**src/rtl/dec_scan.sv**
```systemverilog
// Registered binary-to-one-hot decoder with enable, range check and autonomous scan mode.
// Optional build macro DEC_SCAN_ACTIVE_LOW_EN inverts the polarity of out (active-low channel drive).
module dec_scan #(
  parameter int unsigned IN_W   = 3,
  parameter int unsigned NUM_CH = 8,
  parameter int unsigned DIV    = 4
) (
  input  logic                  clk,
  input  logic                  rst,
  input  logic                  en,
  input  logic                  mode,
  input  logic                  load,
  input  logic [IN_W-1:0]       sel,
  output logic [(1<<IN_W)-1:0]  out,
  output logic [IN_W-1:0]       idx,
  output logic                  wrap,
  output logic                  err
);

  localparam int unsigned OUT_W = 1 << IN_W;
  localparam int unsigned CNT_W = (DIV > 1) ? $clog2(DIV) : 1;

  localparam logic [IN_W:0]      SEL_LIM  = (IN_W+1)'(NUM_CH);
  localparam logic [IN_W-1:0]    LAST_CH  = IN_W'(NUM_CH - 1);
  localparam logic [CNT_W-1:0]   CNT_LAST = CNT_W'(DIV - 1);

`ifdef DEC_SCAN_ACTIVE_LOW_EN
  localparam logic [OUT_W-1:0]   OFF_VAL  = '1;
`else
  localparam logic [OUT_W-1:0]   OFF_VAL  = '0;
`endif

  logic [IN_W-1:0]  idx_n;
  logic [CNT_W-1:0] cnt;
  logic [CNT_W-1:0] cnt_n;
  logic [OUT_W-1:0] out_n;
  logic [OUT_W-1:0] onehot;
  logic             wrap_n;
  logic             err_n;

  // State registers; reset drives the inactive output pattern immediately
  always_ff @(posedge clk or posedge rst) begin
    if (rst) begin
      idx  <= '0;
      cnt  <= '0;
      out  <= OFF_VAL;
      wrap <= 1'b0;
      err  <= 1'b0;
    end else begin
      idx  <= idx_n;
      cnt  <= cnt_n;
      out  <= out_n;
      wrap <= wrap_n;
      err  <= err_n;
    end
  end

  // Next index: load beats a scan step; out-of-range loads keep idx and flag err
  always_comb begin
    idx_n  = idx;
    cnt_n  = cnt;
    wrap_n = 1'b0;
    err_n  = 1'b0;
    if (load) begin
      cnt_n = '0;
      if ({1'b0, sel} < SEL_LIM) begin
        idx_n = sel;
      end else begin
        err_n = 1'b1;
      end
    end else if (mode) begin
      // Disabled scan freezes both the prescaler and the index
      if (en) begin
        if (cnt == CNT_LAST) begin
          cnt_n = '0;
          if (idx == LAST_CH) begin
            idx_n  = '0;
            wrap_n = 1'b1;
          end else begin
            idx_n = idx + IN_W'(1);
          end
        end else begin
          cnt_n = cnt + CNT_W'(1);
        end
      end
    end else begin
      cnt_n = '0;
    end
  end

  // Output decode follows the index being loaded this edge
  always_comb begin
    onehot = OUT_W'(1) << idx_n;
    out_n  = OFF_VAL;
    if (en) begin
      out_n = onehot ^ OFF_VAL;
    end
  end

endmodule
```
**config.mk**
```make
export PLATFORM = sky130hd
export DESIGN_NAME = dec_scan
export DESIGN_NICKNAME = d
export VERILOG_FILES = /design/src/rtl/dec_scan.sv
export SDC_FILE = /design/constraint.sdc
export NUM_CORES = 1
export LEC_CHECK = 0
export BUFFER_PORTS_ARGS = -buffer_cell sky130_fd_sc_hd__buf_2
export CORE_AREA = 2 2 39 41
export CTS_BUF_LIST = sky130_fd_sc_hd__clkbuf_8
export CTS_CLUSTER_SIZE = 28
export DETAILED_ROUTE_END_ITERATION = 10
export DIE_AREA = 0 0 41 43
export PLACE_DENSITY = 0.75
export SLEW_MARGIN = 20
export SYNTH_ARGS = -nofsm -noshare
export SYNTH_HDL_FRONTEND = slang
export SYNTH_SLANG_ARGS = --single-unit
export TNS_END_PERCENT = 5
```
**constraint.sdc**
```tcl
create_clock -name clk -period 1.65 [get_ports clk]
set_input_delay 0.33 -clock clk [delete_from_list [all_inputs] [get_ports clk]]
set_output_delay 0.33 -clock clk [all_outputs]
set_load 0.02 [all_outputs]
```
==> flow_summary_export.csv, run 1 <==
group,metric,value,unit
drt,drc_errors,0,
timing,fmax,0.612,GHz
synthesis,postSynthCellCount,52,
timing,setup_viol,0,
synthesis,syn-cell-area,616,µm²
clocking,clock-sinks,14,
clocking,clockBufferDepth,2,
die,die-area,1760,µm²
setup_path,r2r_slack,0.02,ns
grt,track_usage,15.4,%
clocking,clock_latency,0.24,ns
timing,finalCritPeriodShare,99.0,%
die,fp.dieH,43,µm
layout,antenna_cells,0,
clocking,cts_tree,"done",
grt,grt_pass1_vias,403,
worst_hold_path,hold_path_class,"in2async",
synthesis,synthArstFlopShare,100,%
clocking,cts_made_buffers,3,
timing,hold_violations,0,
synthesis,synth_edf_count,0,
power,total_power,0.000865,W
setup_path,cp_slowest_cell,"dfrtp_1",
clocking,path_clk_slew,0.06,ns
drt,viasPerCell,4.94,
timing,tns,0,ns
drt,vias,479,
drt,wl,1.43,mm
drt,ant_nets,0,
setup_path,cp-start-kind,"flip-flop",
timing,tightest_slew,0.530,ns
synthesis,synth.most_common_cell,"dfrtp_1",
setup_path,timing.setup.critical_path_class,"reg2reg",
setup_path,cp-end-kind,"flip-flop",
setup_path,rr_worst_depth,6,
timing,relSlewSlack,64.6,%
synthesis,avgSynthCellArea,11.8,µm²
placement,portBuffers,19,
die,ios,21,
drt,dr.pass1.iters,4,
setup_path,required,1.81,ns
setup_path,slowest_delay,0.39,ns
die,placementRows,14,
grt,grt_overflow,0,
grt,grt_pass1_wl,1.72,mm
grt,grt_antenna_before_repair,0,
timing,rsz0062_at_grt,"true",
clocking,cts-root-buf,"clkbuf_8",
synthesis,syn_nets,63,
timing,clock_skew,0.00209,ns
placement,place_hpwl,777,µm
layout,post_route_cells_drive_above_1_share,64.2,%
setup_path,r2r-start,"idx[1]$_DFF_PP0_",
synthesis,synth_flop_cell,"dfrtp_1",
synthesis,ys_top_cells_by_area,"dfrtp_1 57%, nor3_1 6.5%, ha_1 6.1%",
synthesis,synth_warnings,0,
layout,fillerInstances,112,
timing,period_minus_slack,1.63,ns
die,core_region_area,1380,µm²
layout,synthToLayoutAreaGrowth,46.7,%
placement,placedCellCount,85,
synthesis,seq_area_frac_synth,56.9,%
run,drv_cap,0,
synthesis,synth.top_cell.area_share,56.9,%
timing,slew_violations,0,
setup_path,cp_max_fo,4,
synthesis,synthTopCellsByCount,"14 x dfrtp_1, 8 x nor3_1, 4 x nor2_1",
die,die-width,41,µm
drt,detail_route.iter0.violations,11,
synthesis,synth-seq-cells,14,
drt,wl_per_cell,14.7,µm
setup_path,crit_chain,"ha_2 > ha_4 > nor2_2 > a221oi_4 > nand2_2 > nor3_2",
placement,gp_congestion,0.752,
power,leakage,0.459,nW
layout,fin_nets,93,
setup_path,cp.arrival,1.79,ns
synthesis,synth_largest_area_cell,"dfrtp_1",
clocking,cts_max_level,1,
layout,final_cell_count_no_fill,97,
setup_path,reg2reg_to,"out[5]$_DFF_PP0_",
grt,grt_max_degree,15,
power,vdd_ir_drop_max,0.000620,V
status,outcome,"finished, final reports clean",
die,start_util,44.5,%
power,cellPowerDensity,957,nW/µm²
synthesis,yosysUniqueCellTypes,19,
-- logic make-up (layout without fill, tap and decap cells) --
family	Yosys count	after routing	synth area share, %
AO/OA/AOI/OAI	4	4	8.54
other	1	1	0.609
adder cells (fa/ha/maj)	3	3	6.10
XOR/XNOR	1	1	1.42
multiplexers	3	3	4.88
flip-flops	14	14	56.9
AND/OR/NAND/NOR	19	19	15.2
buffers and inverters	7	36	6.30
-- how the worst max path moves through the flow --
stage                            end                from
floorplan           out[4]$_DFF_PP0_    idx[0]$_DFF_PP0_
global placement    out[6]$_DFF_PP0_    idx[0]$_DFF_PP0_
detailed placement  out[0]$_DFF_PP0_  cnt[0]$_DFFE_PP0P_
CTS                 out[4]$_DFF_PP0_    idx[0]$_DFF_PP0_
global route        out[6]$_DFF_PP0_    idx[1]$_DFF_PP0_
finish              out[5]$_DFF_PP0_    idx[1]$_DFF_PP0_
-- state kept, by name, indices dropped and copies added (netlist names) --
register / flops
cnt: 2
idx: 3
out: 8
wrap: 1
-- where the power goes --
| group | internal, W | switching [W] |
|---|---|---|
| logic | 0.0000714 | 0.0000969 |
| registers | 0.000359 | 0.00000904 |
| clock network | 0.000211 | 0.000117 |
| total | 0.000642 | 0.000223 |
-- layout by cell type (no fill, tap or decap) --
master     n
nand2b_1   1
nand2_1    2
inv_1      2
buf_4      9
ha_2       2
and3_4     1
mux2i_1    3
nor2_1     3
conb_1     1
nor3_2     7
xnor2_1    1
and3b_1    1
a221oi_4   1
ha_4       1
nor2_2     1
clkbuf_8   4
nand2b_2   1
nor3_1     1
inv_4      1
buf_2     19
nand2_2    1
o21a_2     2
inv_2      1
a311oi_2   1
dfrtp_1   14
-- final cells by class --
class / instances / area [µm²] / share of cell area (%)
clock buffer: 4 / 55.1 / 6.09
inverter: 4 / 17.5 / 1.94
multi-input combinational: 31 / 298 / 33.0
sequential: 14 / 350 / 38.8
tap: 16 / 20.0 / 2.22
timing repair buffer: 28 / 163 / 18.0
-- per-layer routing --
layer  track usage [%]  share of wire [%]  wire, µm  up-vias
li1                  -                  -         -      231
met1              18.2                 40       574      226
met2              23.1                 53       749       20
met3              6.28                5.8        82        2
met4              8.00                1.2        17        0
met5                 0                  0         0        -
-- timing repair --
| item | in CTS | in global routing |
|---|---|---|
| setup endpoints to repair | 1 | 8 |
| buffers inserted | 0 | 8 |
| pin swaps | 0 | 9 |
| resized for setup | 1 | 17 |
| hold buffers | 0 | 0 |
-- metrics by stage --
step	setup WS, ns	instance area (µm²)	hold WS [ns]	utilization, %
floorplan	0.0302	616	0.219	-
global placement	0.0610	714	0.384	51.6
detailed placement	0.00971	714	0.399	51.6
CTS	0.000159	771	0.135	55.7
global route	-0.0621	903	0.158	65.3
finish	0.0167	903	0.118	65.3
-- worst max-delay path, delay by kind of cell (launching register included) --
family                   cells  cell delay (ns)
AO/OA/AOI/OAI                1             0.29
AND/OR/NAND/NOR              3             0.39
flip-flops                   1             0.39
adder cells (fa/ha/maj)      2             0.48
Note: power is estimated with default switching activity, not from simulation.
==> run 2, diff against run 1 <==
BUFFER_PORTS_ARGS = -buffer_cell sky130_fd_sc_hd__clkbuf_2   (was -buffer_cell sky130_fd_sc_hd__buf_2)
==> run 2 against run 1 <==
  * Via count shrank 3.8%
  * Global-route usage rose by 0.62 points
  * Sequential cell count is the same
  * Register-to-register slack gained 0.04 ns
  * Final area is 7.9% lower
==> flow_summary_export.csv, run 2 (synthesized netlist as in run 1, its figures left out) <==
group,metric,value,unit
setup_path,cp_slowest_cell,"dfrtp_1",
setup_path,cp.arrival,1.75,ns
setup_path,cp_max_fo,4,
layout,largest_register_ffs,8,
layout,fin_nets,89,
grt,grt_pass1_wl,1.79,mm
layout,antenna_cells,0,
drt,viasPerCell,5.01,
clocking,clock_latency,0.24,ns
die,die-area,1760,µm²
setup_path,reg2reg_to,"out[6]$_DFF_PP0_",
run,drv_cap,0,
grt,grt_overflow,0,
setup_path,cp-start-kind,"flip-flop",
drt,ant_nets,0,
clocking,clockBufferDepth,2,
drt,detail_route.iter0.violations,4,
layout,final_area,832,µm²
timing,clock_skew,0.00451,ns
drt,wl_per_cell,13.2,µm
drt,drc_errors,0,
drt,vias,461,
placement,place_hpwl,825,µm
setup_path,rr_worst_depth,6,
layout,synthToLayoutAreaGrowth,35.2,%
placement,gp_congestion,0.736,
power,cellPowerDensity,934,nW/µm²
timing,slew_violations,0,
setup_path,slowest_delay,0.39,ns
grt,grt_max_degree,15,
power,total_power,0.000777,W
power,switchingPower,0.000201,W
die,start_util,44.5,%
timing,setup_viol,0,
timing,fmax,0.626,GHz
power,intPower,0.000577,W
placement,dpl_worst_slack,0.0213,ns
die,fp.dieH,43,µm
clocking,cts_tree,"done",
timing,tightest_slew,0.518,ns
setup_path,timing.setup.critical_path_class,"reg2reg",
layout,fillerInstances,121,
layout,reg_top3,"out: 8 flops, idx: 3 flops, cnt: 2 flops",
die,die-width,41,µm
layout,multiInputGateArea,273,µm²
timing,relSlewSlack,65.4,%
setup_path,cp-end-kind,"flip-flop",
power,swShare,25.8,%
timing,fin_ws,0.0524,ns
setup_path,r2r-start,"idx[1]$_DFF_PP0_",
timing,period_minus_slack,1.60,ns
clocking,clock-sinks,14,
die,placementRows,14,
clocking,cts_made_buffers,3,
layout,register_area,350,µm²
power,p_comb_share,18.3,%
drt,wl,1.21,mm
setup_path,crit_chain,"ha_2 > ha_1 > nor2_2 > a221oi_4 > nand2_2 > nor3_2",
clocking,path_clk_slew,0.05,ns
grt,track_usage,16.1,%
power,p_clk_share,34.3,%
placement,portBuffers,19,
layout,layout_common_cells,"19 x clkbuf_2, 14 x dfrtp_1, 5 x nor3_2, 5 x buf_4",
power,leakage,0.426,nW
setup_path,required,1.80,ns
timing,tns,0,ns
timing,hold_violations,0,
die,ios,21,
power,p_seq_share,47.4,%
grt,grt_antenna_before_repair,0,
clocking,cts-root-buf,"clkbuf_8",
die,core_region_area,1380,µm²
layout,top_register,"out",
clocking,cts_max_level,1,
drt,dr.pass1.iters,3,
timing,finalCritPeriodShare,96.8,%
worst_hold_path,hold_path_class,"in2async",
grt,grt_pass1_vias,415,
placement,placed_area,722,µm²
layout,mostFrequentLayoutCell,"clkbuf_2",
timing,rsz0062_at_grt,"true",
power,vdd_ir_drop_max,0.000524,V
status,outcome,"finished, final reports clean",
layout,post_route_cells_drive_above_1_share,56.6,%
setup_path,r2r_slack,0.05,ns
run 2: how the worst max path moves through the flow:
stage,from,end,slack (ns),cells past startpoint
CTS,idx[1]$_DFF_PP0_,out[6]$_DFF_PP0_,0.005,6
detailed placement,idx[0]$_DFF_PP0_,out[6]$_DFF_PP0_,0.02,6
finish,idx[1]$_DFF_PP0_,out[6]$_DFF_PP0_,0.05,6
global route,cnt[0]$_DFFE_PP0P_,out[4]$_DFF_PP0_,-0.05,6
global placement,idx[0]$_DFF_PP0_,out[6]$_DFF_PP0_,0.07,6
floorplan,idx[0]$_DFF_PP0_,out[4]$_DFF_PP0_,0.03,6
run 2: per-layer routing:
metal  vias to the layer above  GRT usage, %  routed length, µm  share of wire (%)
li1                        224             -                  -                  -
met5                         -             0                  0                  0
met1                       220          19.6                514                 42
met3                         2          5.24                 65                5.4
met4                         0          12.0                 17                1.4
met2                        15          22.5                613                 51
run 2: worst max-delay path, delay by kind of cell (launching register included):
family / cells / cell delay [ns]
AOI/OAI and AO/OA: 1 / 0.27
adders and majority gates: 2 / 0.44
DFF: 1 / 0.39
and+or+nand+nor: 3 / 0.39
run 2: stage by stage:
step / hold WS, ns / utilization (%) / cells
final: 0.0978 / 60.1 / 92
after global routing: 0.146 / 60.1 / 92
after CTS: 0.120 / 55.2 / 89
after detailed placement: 0.375 / 52.2 / 86
after global placement: 0.367 / 52.2 / 86
after floorplan: 0.219 / - / 52
run 2: area by class of cell:
| class | count | area share [%] |
|---|---|---|
| sequential | 14 | 42.1 |
| multi-input combinational | 31 | 32.8 |
| timing repair buffer | 24 | 15.9 |
| clock buffer | 3 | 4.96 |
| tap | 16 | 2.41 |
| inverter | 4 | 1.80 |
run 2: repair_timing:
action                                 in CTS  in global routing
gates resized for setup                     0                 12
setup endpoints to repair                   0                  8
hold buffers                                0                  0
buffers inserted                            0                  3
endpoints found under the hold margin       0                  0
run 2: power by group through the flow:
stage / clock network [W] / registers (W) / logic, W
5_1_grt: 0.000290 / 0.000370 / 0.000156
2_1_floorplan: 0 / 0.000392 / 0.0000604
3_5_place_dp: 0 / 0.000374 / 0.000119
4_1_cts: 0.000271 / 0.000368 / 0.000119
6_report: 0.000266 / 0.000368 / 0.000142
3_3_place_gp: 0 / 0.000373 / 0.000116
